===== src/rtl/idct_8x8.sv =====
// idct_8x8: separable 8x8 inverse DCT (row pass, then column pass)
// on one serial MAC; loads 64 Q8.8 coefficients, streams 64 pixels.
module idct_8x8 #(
    parameter int DATA_W      = 16,
    parameter int COEF_FRAC   = 14,
    parameter int LEVEL_SHIFT = 0
) (
    input  logic              clk,
    input  logic              rst_n,
    input  logic              in_valid,
    output logic              in_ready,
    input  logic [DATA_W-1:0] in_data,
    output logic              out_valid,
    input  logic              out_ready,
    output logic [7:0]        out_data,
    output logic              busy,
    output logic              block_done
);

    localparam int PROD_W = DATA_W + 16;
    localparam int ACC_W  = PROD_W + 3;
    localparam int PIX_W  = DATA_W - 8 + 3;

    localparam logic signed [ACC_W-1:0] RND    = ACC_W'(1) <<< (COEF_FRAC - 1);
    localparam logic signed [ACC_W-1:0] SAT_HI = ACC_W'((1 << (DATA_W - 1)) - 1);
    localparam logic signed [ACC_W-1:0] SAT_LO = -SAT_HI - ACC_W'(1);

    // C[k][n], indexed {k, n}
    localparam logic signed [15:0] C_ROM [64] = '{
        16'sd5793,  16'sd5793,  16'sd5793,  16'sd5793,
        16'sd5793,  16'sd5793,  16'sd5793,  16'sd5793,
        16'sd8035,  16'sd6811,  16'sd4551,  16'sd1598,
        -16'sd1598, -16'sd4551, -16'sd6811, -16'sd8035,
        16'sd7568,  16'sd3135,  -16'sd3135, -16'sd7568,
        -16'sd7568, -16'sd3135, 16'sd3135,  16'sd7568,
        16'sd6811,  -16'sd1598, -16'sd8035, -16'sd4551,
        16'sd4551,  16'sd8035,  16'sd1598,  -16'sd6811,
        16'sd5793,  -16'sd5793, -16'sd5793, 16'sd5793,
        16'sd5793,  -16'sd5793, -16'sd5793, 16'sd5793,
        16'sd4551,  -16'sd8035, 16'sd1598,  16'sd6811,
        -16'sd6811, -16'sd1598, 16'sd8035,  -16'sd4551,
        16'sd3135,  -16'sd7568, 16'sd7568,  -16'sd3135,
        -16'sd3135, 16'sd7568,  -16'sd7568, 16'sd3135,
        16'sd1598,  -16'sd4551, 16'sd6811,  -16'sd8035,
        16'sd8035,  -16'sd6811, 16'sd4551,  -16'sd1598
    };

    typedef enum logic [1:0] {S_LOAD, S_ROW, S_COL, S_OUT} state_t;

    state_t r_state;
    state_t w_next;

    logic signed [DATA_W-1:0] r_buf_a [64];
    logic signed [DATA_W-1:0] r_buf_b [64];
    logic [5:0]               r_idx;
    logic [2:0]               r_line;
    logic [2:0]               r_outn;
    logic [3:0]               r_k;
    logic signed [ACC_W-1:0]  r_acc;
    logic [7:0]               r_out_data;
    logic                     r_busy;

    logic                     w_in_hs;
    logic                     w_out_hs;
    logic                     w_mac_run;
    logic                     w_wr_step;
    logic                     w_pass_end;
    logic signed [DATA_W-1:0] w_op;
    logic signed [15:0]       w_coef;
    logic signed [PROD_W-1:0] w_prod;
    logic signed [ACC_W-1:0]  w_acc_base;
    logic signed [ACC_W-1:0]  w_rnd;
    logic signed [DATA_W-1:0] w_sat;

    // Q8.8 -> nearest integer, plus level shift, clipped to 0..255
    function automatic logic [7:0] pix(input logic signed [DATA_W-1:0] a);
        logic [DATA_W:0]         s;
        logic signed [PIX_W-1:0] t;
        s = {a[DATA_W-1], a} + (DATA_W + 1)'(128);
        t = PIX_W'($signed(s[DATA_W:8])) + PIX_W'(LEVEL_SHIFT);
        if (t[PIX_W-1])
            pix = 8'd0;
        else if (t[PIX_W-2:8] != '0)
            pix = 8'd255;
        else
            pix = t[7:0];
    endfunction

    assign w_in_hs    = in_valid && (r_state == S_LOAD);
    assign w_out_hs   = out_ready && (r_state == S_OUT);
    assign w_mac_run  = (r_state == S_ROW) || (r_state == S_COL);
    assign w_wr_step  = (r_k == 4'd8);
    assign w_pass_end = w_wr_step && (r_line == 3'd7) && (r_outn == 3'd7);

    always_comb begin
        w_op = r_buf_a[{r_line, r_k[2:0]}];
        if (r_state == S_COL)
            w_op = r_buf_b[{r_k[2:0], r_line}];
    end

    assign w_coef     = C_ROM[{r_k[2:0], r_outn}];
    assign w_prod     = w_op * w_coef;
    assign w_acc_base = (r_k == 4'd0) ? '0 : r_acc;
    assign w_rnd      = (r_acc + RND) >>> COEF_FRAC;

    always_comb begin
        w_sat = w_rnd[DATA_W-1:0];
        if (w_rnd > SAT_HI)
            w_sat = {1'b0, {(DATA_W - 1){1'b1}}};
        else if (w_rnd < SAT_LO)
            w_sat = {1'b1, {(DATA_W - 1){1'b0}}};
    end

    always_ff @(posedge clk or negedge rst_n) begin
        if (!rst_n)
            r_state <= S_LOAD;
        else
            r_state <= w_next;
    end

    always_comb begin
        w_next = r_state;
        unique case (r_state)
            S_LOAD:  if (w_in_hs && r_idx == 6'd63) w_next = S_ROW;
            S_ROW:   if (w_pass_end) w_next = S_COL;
            S_COL:   if (w_pass_end) w_next = S_OUT;
            S_OUT:   if (w_out_hs && r_idx == 6'd63) w_next = S_LOAD;
            default: w_next = S_LOAD;
        endcase
    end

    always_comb begin
        in_ready   = (r_state == S_LOAD);
        out_valid  = (r_state == S_OUT);
        out_data   = r_out_data;
        busy       = r_busy;
        block_done = w_out_hs && (r_idx == 6'd63);
    end

    always_ff @(posedge clk or negedge rst_n) begin
        if (!rst_n) begin
            r_idx      <= '0;
            r_line     <= '0;
            r_outn     <= '0;
            r_k        <= '0;
            r_acc      <= '0;
            r_out_data <= '0;
            r_busy     <= 1'b0;
        end else begin
            if (w_in_hs) begin
                r_idx  <= r_idx + 6'd1;
                r_busy <= 1'b1;
            end
            if (w_out_hs) begin
                r_idx <= r_idx + 6'd1;
                if (r_idx == 6'd63)
                    r_busy <= 1'b0;
                else
                    r_out_data <= pix(r_buf_a[r_idx + 6'd1]);
            end
            // A[0] is final long before the column pass ends
            if (r_state == S_COL && w_pass_end)
                r_out_data <= pix(r_buf_a[0]);
            if (w_mac_run) begin
                if (w_wr_step) begin
                    r_k    <= '0;
                    r_outn <= r_outn + 3'd1;
                    if (r_outn == 3'd7)
                        r_line <= r_line + 3'd1;
                end else begin
                    r_k   <= r_k + 4'd1;
                    r_acc <= w_acc_base + ACC_W'(w_prod);
                end
            end
        end
    end

    always_ff @(posedge clk) begin
        if (w_in_hs)
            r_buf_a[r_idx] <= in_data;
        else if (r_state == S_COL && w_wr_step)
            r_buf_a[{r_outn, r_line}] <= w_sat;
        if (r_state == S_ROW && w_wr_step)
            r_buf_b[{r_line, r_outn}] <= w_sat;
    end

endmodule


===== config.mk =====
export PLATFORM = sky130hd
export DESIGN_NAME = idct_8x8
export DESIGN_NICKNAME = d
export VERILOG_FILES = /design/src/rtl/idct_8x8.sv
export SDC_FILE = /design/constraint.sdc
export NUM_CORES = 2
export LEC_CHECK = 0
export CAP_MARGIN = 20
export CORE_MARGIN = 2
export CORE_UTILIZATION = 60
export DETAILED_ROUTE_END_ITERATION = 8
export PLACE_DENSITY = 0.85
export SETUP_SLACK_MARGIN = 0.15
export SLEW_MARGIN = 20
export SYNTH_ARGS = -nofsm -noshare
export SYNTH_HDL_FRONTEND = slang
export SYNTH_SLANG_ARGS = --single-unit

===== constraint.sdc =====
create_clock -name clk -period 10.42 [get_ports clk]
set_input_delay 3.126 -clock clk [delete_from_list [all_inputs] [get_ports clk]]
set_output_delay 3.126 -clock clk [all_outputs]
set_load 0.005 [all_outputs]

Word-level counts from Yosys, hierarchy flattened
Memories as Yosys holds them, arrays and structs flattened.
Cells that the tools add are included.
{"block": "word_totals", "wordCells": 89, "n_memories": 3, "latchBits": 0, "ram_bits": 2048, "mem_bits_ro": 1024, "regBits": 62, "out_inout_bits": 12, "in_bits": 20}
{"memory": "(no name shown)", "words": 64, "word_bits": 16, "rd": 1, "rd_clocked_by_memory_dff": 0, "wr": 0, "line_no": "101", "rtl": "assign w_coef = C_ROM[{r_k[2:0], r_outn}];"}
{"memory": "r_buf_a", "words": 64, "word_bits": 16, "rd": 3, "rd_clocked_by_memory_dff": 0, "wr": 1, "line_no": "53", "rtl": "logic signed [DATA_W-1:0] r_buf_a [64];"}
{"memory": "r_buf_b", "words": 64, "word_bits": 16, "rd": 1, "rd_clocked_by_memory_dff": 0, "wr": 1, "line_no": "54", "rtl": "logic signed [DATA_W-1:0] r_buf_b [64];"}
{"block": "op_classes", "n_eq_ne": 12, "n_bitwise": 2, "muxes": 32, "div_mod_pow": 0, "multipliers": 1, "n_reduce_logical": 20, "shifts": 0, "n_addsub": 8, "order_cmp": 3}
{"operator": "two-way mux 16 bit", "n": 6}
{"operator": "two-way mux 8 bit", "n": 5}
{"operator": "adder 35 x 15 -> 35 bit (second input constant)", "n": 1}
{"operator": "adder 35 x 32 -> 35 bit", "n": 1}
{"operator": "two-way mux 35 bit", "n": 1}
{"operator": "adder 16 x 9 -> 17 bit (second input constant)", "n": 2}
{"operator": "multiplier 16 x 16 -> 32 bit", "n": 1}
{"operator": "greater-than comparator 21 x 16 -> 1 bit (second input constant)", "n": 1}
{"operator": "< comparator 21 x 16 -> 1 bit (second input constant)", "n": 1}
{"operator": "two-way mux 6 bit", "n": 3}
{"operator": "OR reduction 16 bit", "n": 1}
{"operator": "two-way mux 1 bit", "n": 11}
{"operator": "logical AND 1 bit", "n": 9}
{"operator": "two-way mux 2 bit", "n": 4}
{"operator": "case mux 2 bit (4 select lines)", "n": 1}
{"operator": "greater-or-equal comparator 7 bit (second input constant)", "n": 1}
{"operator": "inverter 6 -> 7 bit", "n": 1}
{"operator": "adder 3 x 1 -> 3 bit (second input constant)", "n": 2}
{"operator": "adder 6 x 1 -> 6 bit (second input constant)", "n": 1}
{"operator": "equality test 3 bit (second input constant)", "n": 2}
{"operator": "equality test 6 bit (second input constant)", "n": 1}
{"operator": "!= test 2 x 1 -> 1 bit (second input constant)", "n": 3}
{"operator": "AND reduction 2 bit", "n": 3}
{"operator": "adder 4 x 1 -> 4 bit (second input constant)", "n": 1}
{"operator": "12 further kinds", "n": 15}

Longest topological paths before layout
{"block": "depth", "word_depth": 7, "ltp_mapped": 38, "depth_no_buf": 31}

Worst setup path before layout
OpenSTA, ideal clock, no wires.
{"block": "synth_timing", "path_type": "reg2reg", "from": "register r_k[1]", "to": "register r_acc[34]", "required_time_ps": 10295, "period_less_slack_ps": 8516, "stages_incl_launch_ff": 34, "setup_ps": 125, "n_path_buf": 5, "path_slack_ps": 1904, "t_arrival_ps": 8392, "path_cell_list": "dfrtp_1 clkbuf_1 buf_2 buf_1 buf_1 mux4_2 mux4_2 nor2_1 nor2_1 a221oi_1 nor2_1 a21oi_2 buf_4 nor2_1 fa_1 inv_1 fa_1 fa_1 inv_1 fa_1 fa_1 inv_1 fa_1 inv_1 ha_1 nand3_1 nor2_1 o2111ai_1 a21o_1 a2111oi_0 o31a_1 o41ai_1 xnor3_1 mux2_2"}
{"block": "synth_via", "elab_chain_cells": 6, "word_cells_on_any_way": 14, "cone_classes": "1 x add/sub; 1 x mul; 1 x eq/ne; 4 x mux; 2 x bitwise; 2 x reduce/logical; 3 x memory"}
{"item": "from (decl)", "line_no": "58", "rtl": "logic [3:0] r_k;"}
{"item": "from (signal assigned)", "line_no": "171", "rtl": "r_k <= r_k + 4'd1;"}
{"item": "inverter 6 -> 7 bit (not written as such)", "line_no": "101"}
{"item": "memory read (64 x 16 bit)"}
{"item": "two-way mux 16 bit (not written as such) (2 in a row)", "line_no": "101"}
{"item": "multiplier 16 x 16 -> 32 bit", "line_no": "102", "rtl": "assign w_prod = w_op * w_coef;"}
{"item": "adder 35 x 32 -> 35 bit", "line_no": "172", "rtl": "r_acc <= w_acc_base + ACC_W'(w_prod);"}
{"item": "to (signal assigned)", "line_no": "172"}
{"item": "to (decl)", "line_no": "59", "rtl": "logic signed [ACC_W-1:0] r_acc;"}
Several ways; a longest one is shown, not always the timed one. The select of a mux whose other input is x is not followed.
A chain may end at the register's enable or synchronous reset.

Final worst setup path
{"block": "layout_timing", "from": "register r_line[0]", "to": "register r_acc[34]"}
{"block": "layout_via", "elab_chain_cells": 4, "word_cells_on_any_way": 5, "cone_classes": "1 x add/sub; 1 x mul; 1 x mux; 2 x memory"}
{"item": "from (decl)", "line_no": "56", "rtl": "logic [2:0] r_line;"}
{"item": "from (signal assigned)", "line_no": "169", "rtl": "r_line <= r_line + 3'd1;"}
{"item": "memory read (64 x 16 bit) (on tied branches)"}
{"item": "two-way mux 16 bit (*)", "line_no": "97", "rtl": "if (r_state == S_COL)"}
{"item": "multiplier 16 x 16 -> 32 bit (*)", "line_no": "102"}
{"item": "adder 35 x 32 -> 35 bit (*)", "line_no": "172"}
Every way passes the cells marked *; elsewhere a longest branch is shown, timed or not.

==> summary.md <==
| Metric | Value |
|---|---|
| Area share of the largest cell type after synthesis | 0.616 |
| Largest net degree at the start of global routing | 134 |
| Tot GR Track Use | 0.371 |
| Status | finished with violations |
| Initial antenna violation count | 22 |
| CTS buffer count | 195 |
| Syn_nets | 6,498 |
| Cell mode on critical path | fa_1 |
| CTS clk-pin slew, worst paths | 60 ps |
| Post-layout nets | 6,703 |
| Total of max-cap violations | 0 |
| GR Overflow Total | 0 |
| Synthesized area per cell | 16.5 sq um |
| Post-route non-filler standard cell count | 8,609 |
| Clk root buf | clkbuf_16 |
| Max-slew violation count | 0 |
| Max stage delay on crit path | 830 ps |
| Boundary Pins | 32 |
| Vias in the first global route | 64,300 |
| Top cells by area, synth | edfxtp_1 62%, mux4_2 9.2%, fa_1 6.2%, mux4_1 1.7%, ha_1 1.6% |
| Multi-input logic area | 33,800 sq um |
| P&R area growth vs syn | 10.6% |
| Setup CP Type | flop to flop |
| Post-route minimum period | 10,060 ps |
| EDFF count, synth | 2,048 |
| Synth async-reset ratio | 0.0294 |
| Reg area | 63,100 sq um |
| DP Area | 104,000 sq um |
| Placed instance count | 8,235 |
| Detailed-route via count | 64,800 |
| Least-Margin Pin Slew | 1450 ps |
| Worst setup SP type | flop |
| Worst EP arrival | 10,810 ps |
| DRC Markers | 181 |
| Post-route cell area | 110,000 sq um |
| Distinct cells, synth | 104 |
| DRT iter0 DRCs | 12,800 |
| Failing checks | DRC |
| Register area share after synthesis | 0.631 |
| Mapped Cells | 6,043 |
| RSZ-0062 raised after global routing | false |
| # clock sinks | 2,110 |
| Fillers | 9,916 |
| Global placer's final weighted congestion | 0.962 |
| Global-route wire length before repair | 449 mm |
| TNS Setup | 0 ps |
| Core ar. | 165,000 sq um |
| TritonRoute pass-1 iters | 9 |
| Synth area leader | edfxtp_1 |
| HP Class | flop to flop |
| Starting Density | 0.605 |
| Core Util, Final | 0.669 |
| Post-synth top cells | 2,048 x edfxtp_1, 408 x mux4_2, 393 x inv_1 |
| Die Wd | 412 um |
| Max clock buf depth | 3 |
| Final hold viol count | 0 |
| Skew-Pair Late Insertion Delay | 880 ps |
| Nature of the critical path endpoint | flop |
| Mapped Area | 99,900 sq um |
| Req. time, crit path | 11,170 ps |
| Routed vias/inst | 7.52 |
| CP max stage cell | dfrtp_4 |
| Max Freq | 99.4 MHz |
| Main synth FF type | edfxtp_1 |
| Count leader, synth | edfxtp_1 |
| Placed wire-length estimate | 185 mm |
| IO buf count | 31 |
| Peak fanout along the critical path | 40 |
| Slew HR | 0.0348 |
| WL final | 316 mm |
| Yosys reg bits | 2,110 |
| Antenna Violating Nets Remaining | 0 |
| Worst Skew | 39.3 ps |
| Final setup viols | 0 |
| Die area | 170,000 sq um |
| H-tree levels | 4 |
| CTS tree | built |
| Fin crit share | 0.966 |
| Die height | 412 um |
| Layout cell share with drive strength beyond 1 | 0.201 |
| Rows | 149 |
| YS warnings | 0 |
| Routed wire per std cell | 36.7 um |
## worst max-delay path: cells and delay by family, from the launching register on
family / cells / cell delay [ps]
XOR/XNOR: 1 / 270
AO/OA/AOI/OAI: 9 / 2200
flip-flops: 1 / 830
multiplexers: 2 / 600
buffers and inverters: 6 / 1370
AND/OR/NAND/NOR: 4 / 1140
adder cells (fa/ha/maj): 7 / 3410
## sequential cells by signal, indices dropped and copies added (netlist names)
signal	count
r_acc	35
busy	1
r_state	2
r_buf_a	1024
r_line	3
r_k	4
r_outn	3
r_buf_b	1024
r_idx	6
out_data	8
## final timing paths
path | start | end | slack (ps) | depth (start not counted)
hold / removal | r_acc[11] | r_acc[11] | 470 | 2
min in group asynchronous | rst_n | r_acc[11] | 2170 | 1
setup reg to reg | r_line[0] | r_acc[34] | 360 | 29
setup / recovery | r_line[0] | r_acc[34] | 360 | 29
hold reg to reg | r_acc[11] | r_acc[11] | 470 | 2
max in group asynchronous | rst_n | r_k[0] | 7000 | 2
## cells in the final DEF, fill, tap and decap left out, drive strengths merged, types with 56 or more instances in the layout
cell type,instances
edfxtp,2048
mux4,477
inv,405
nor2,400
buf,324
fa,308
nand2,292
clkbuf,251
a22oi,164
a21oi,163
o21ai,156
mux2i,136
ha,127
a221oi,106
mux2,100
nand3,81
clkinv,72
dfrtp,62
a22o,56
## cell families (layout without fill, tap and decap cells)
family          count (synthesis)  count (layout)  share of synthesized area
xor+xnor                       76              76                    0.00707
simple gates                 1052            1054                     0.0482
fa+ha+maj                     435             435                     0.0776
compound gates                909             910                     0.0644
flops                        2110            2110                      0.631
buf+inv                       748            1105                     0.0362
other cells                     0              17                          0
mux                           713             713                      0.135
## routing by layer
metal | global-route usage | share of wire | up-vias | routed length, um
li1 | - | - | 23900 | -
met1 | 0.457 | 0.30 | 31500 | 95200
met2 | 0.543 | 0.44 | 7536 | 139000
met3 | 0.157 | 0.18 | 1775 | 56100
met4 | 0.236 | 0.081 | 32 | 25600
met5 | 0.0122 | 0.0017 | - | 530
## what timing repair did
action | 4_1_cts | 5_1_grt
setup endpoints to repair | 0 | 5
hold buffers | 0 | 0
resized for setup | 0 | 7
buffers inserted | 0 | 2
## stage by stage
| step | hold slack (ps) | setup WS (ps) |
|---|---|---|
| after floorplan | 441 | 1900 |
| after global placement | 455 | 733 |
| after detailed placement | 463 | 568 |
| after CTS | 477 | 552 |
| after global routing | 507 | 162 |
| final | 471 | 359 |
## area by class of cell
| class | instances | area share |
|---|---|---|
| multi-input cells | 3188 | 0.306 |
| flip-flops and latches | 2110 | 0.571 |
| clock buffers | 251 | 0.0468 |
| inverters | 399 | 0.0137 |
| diodes | 17 | 0.000385 |
| well taps | 2189 | 0.0248 |
| clock inverters | 101 | 0.00921 |
| repair buffers | 354 | 0.0282 |
Power is not shown: default switching activity piles up to over one toggle a cycle in this logic, so the estimate is an artifact.
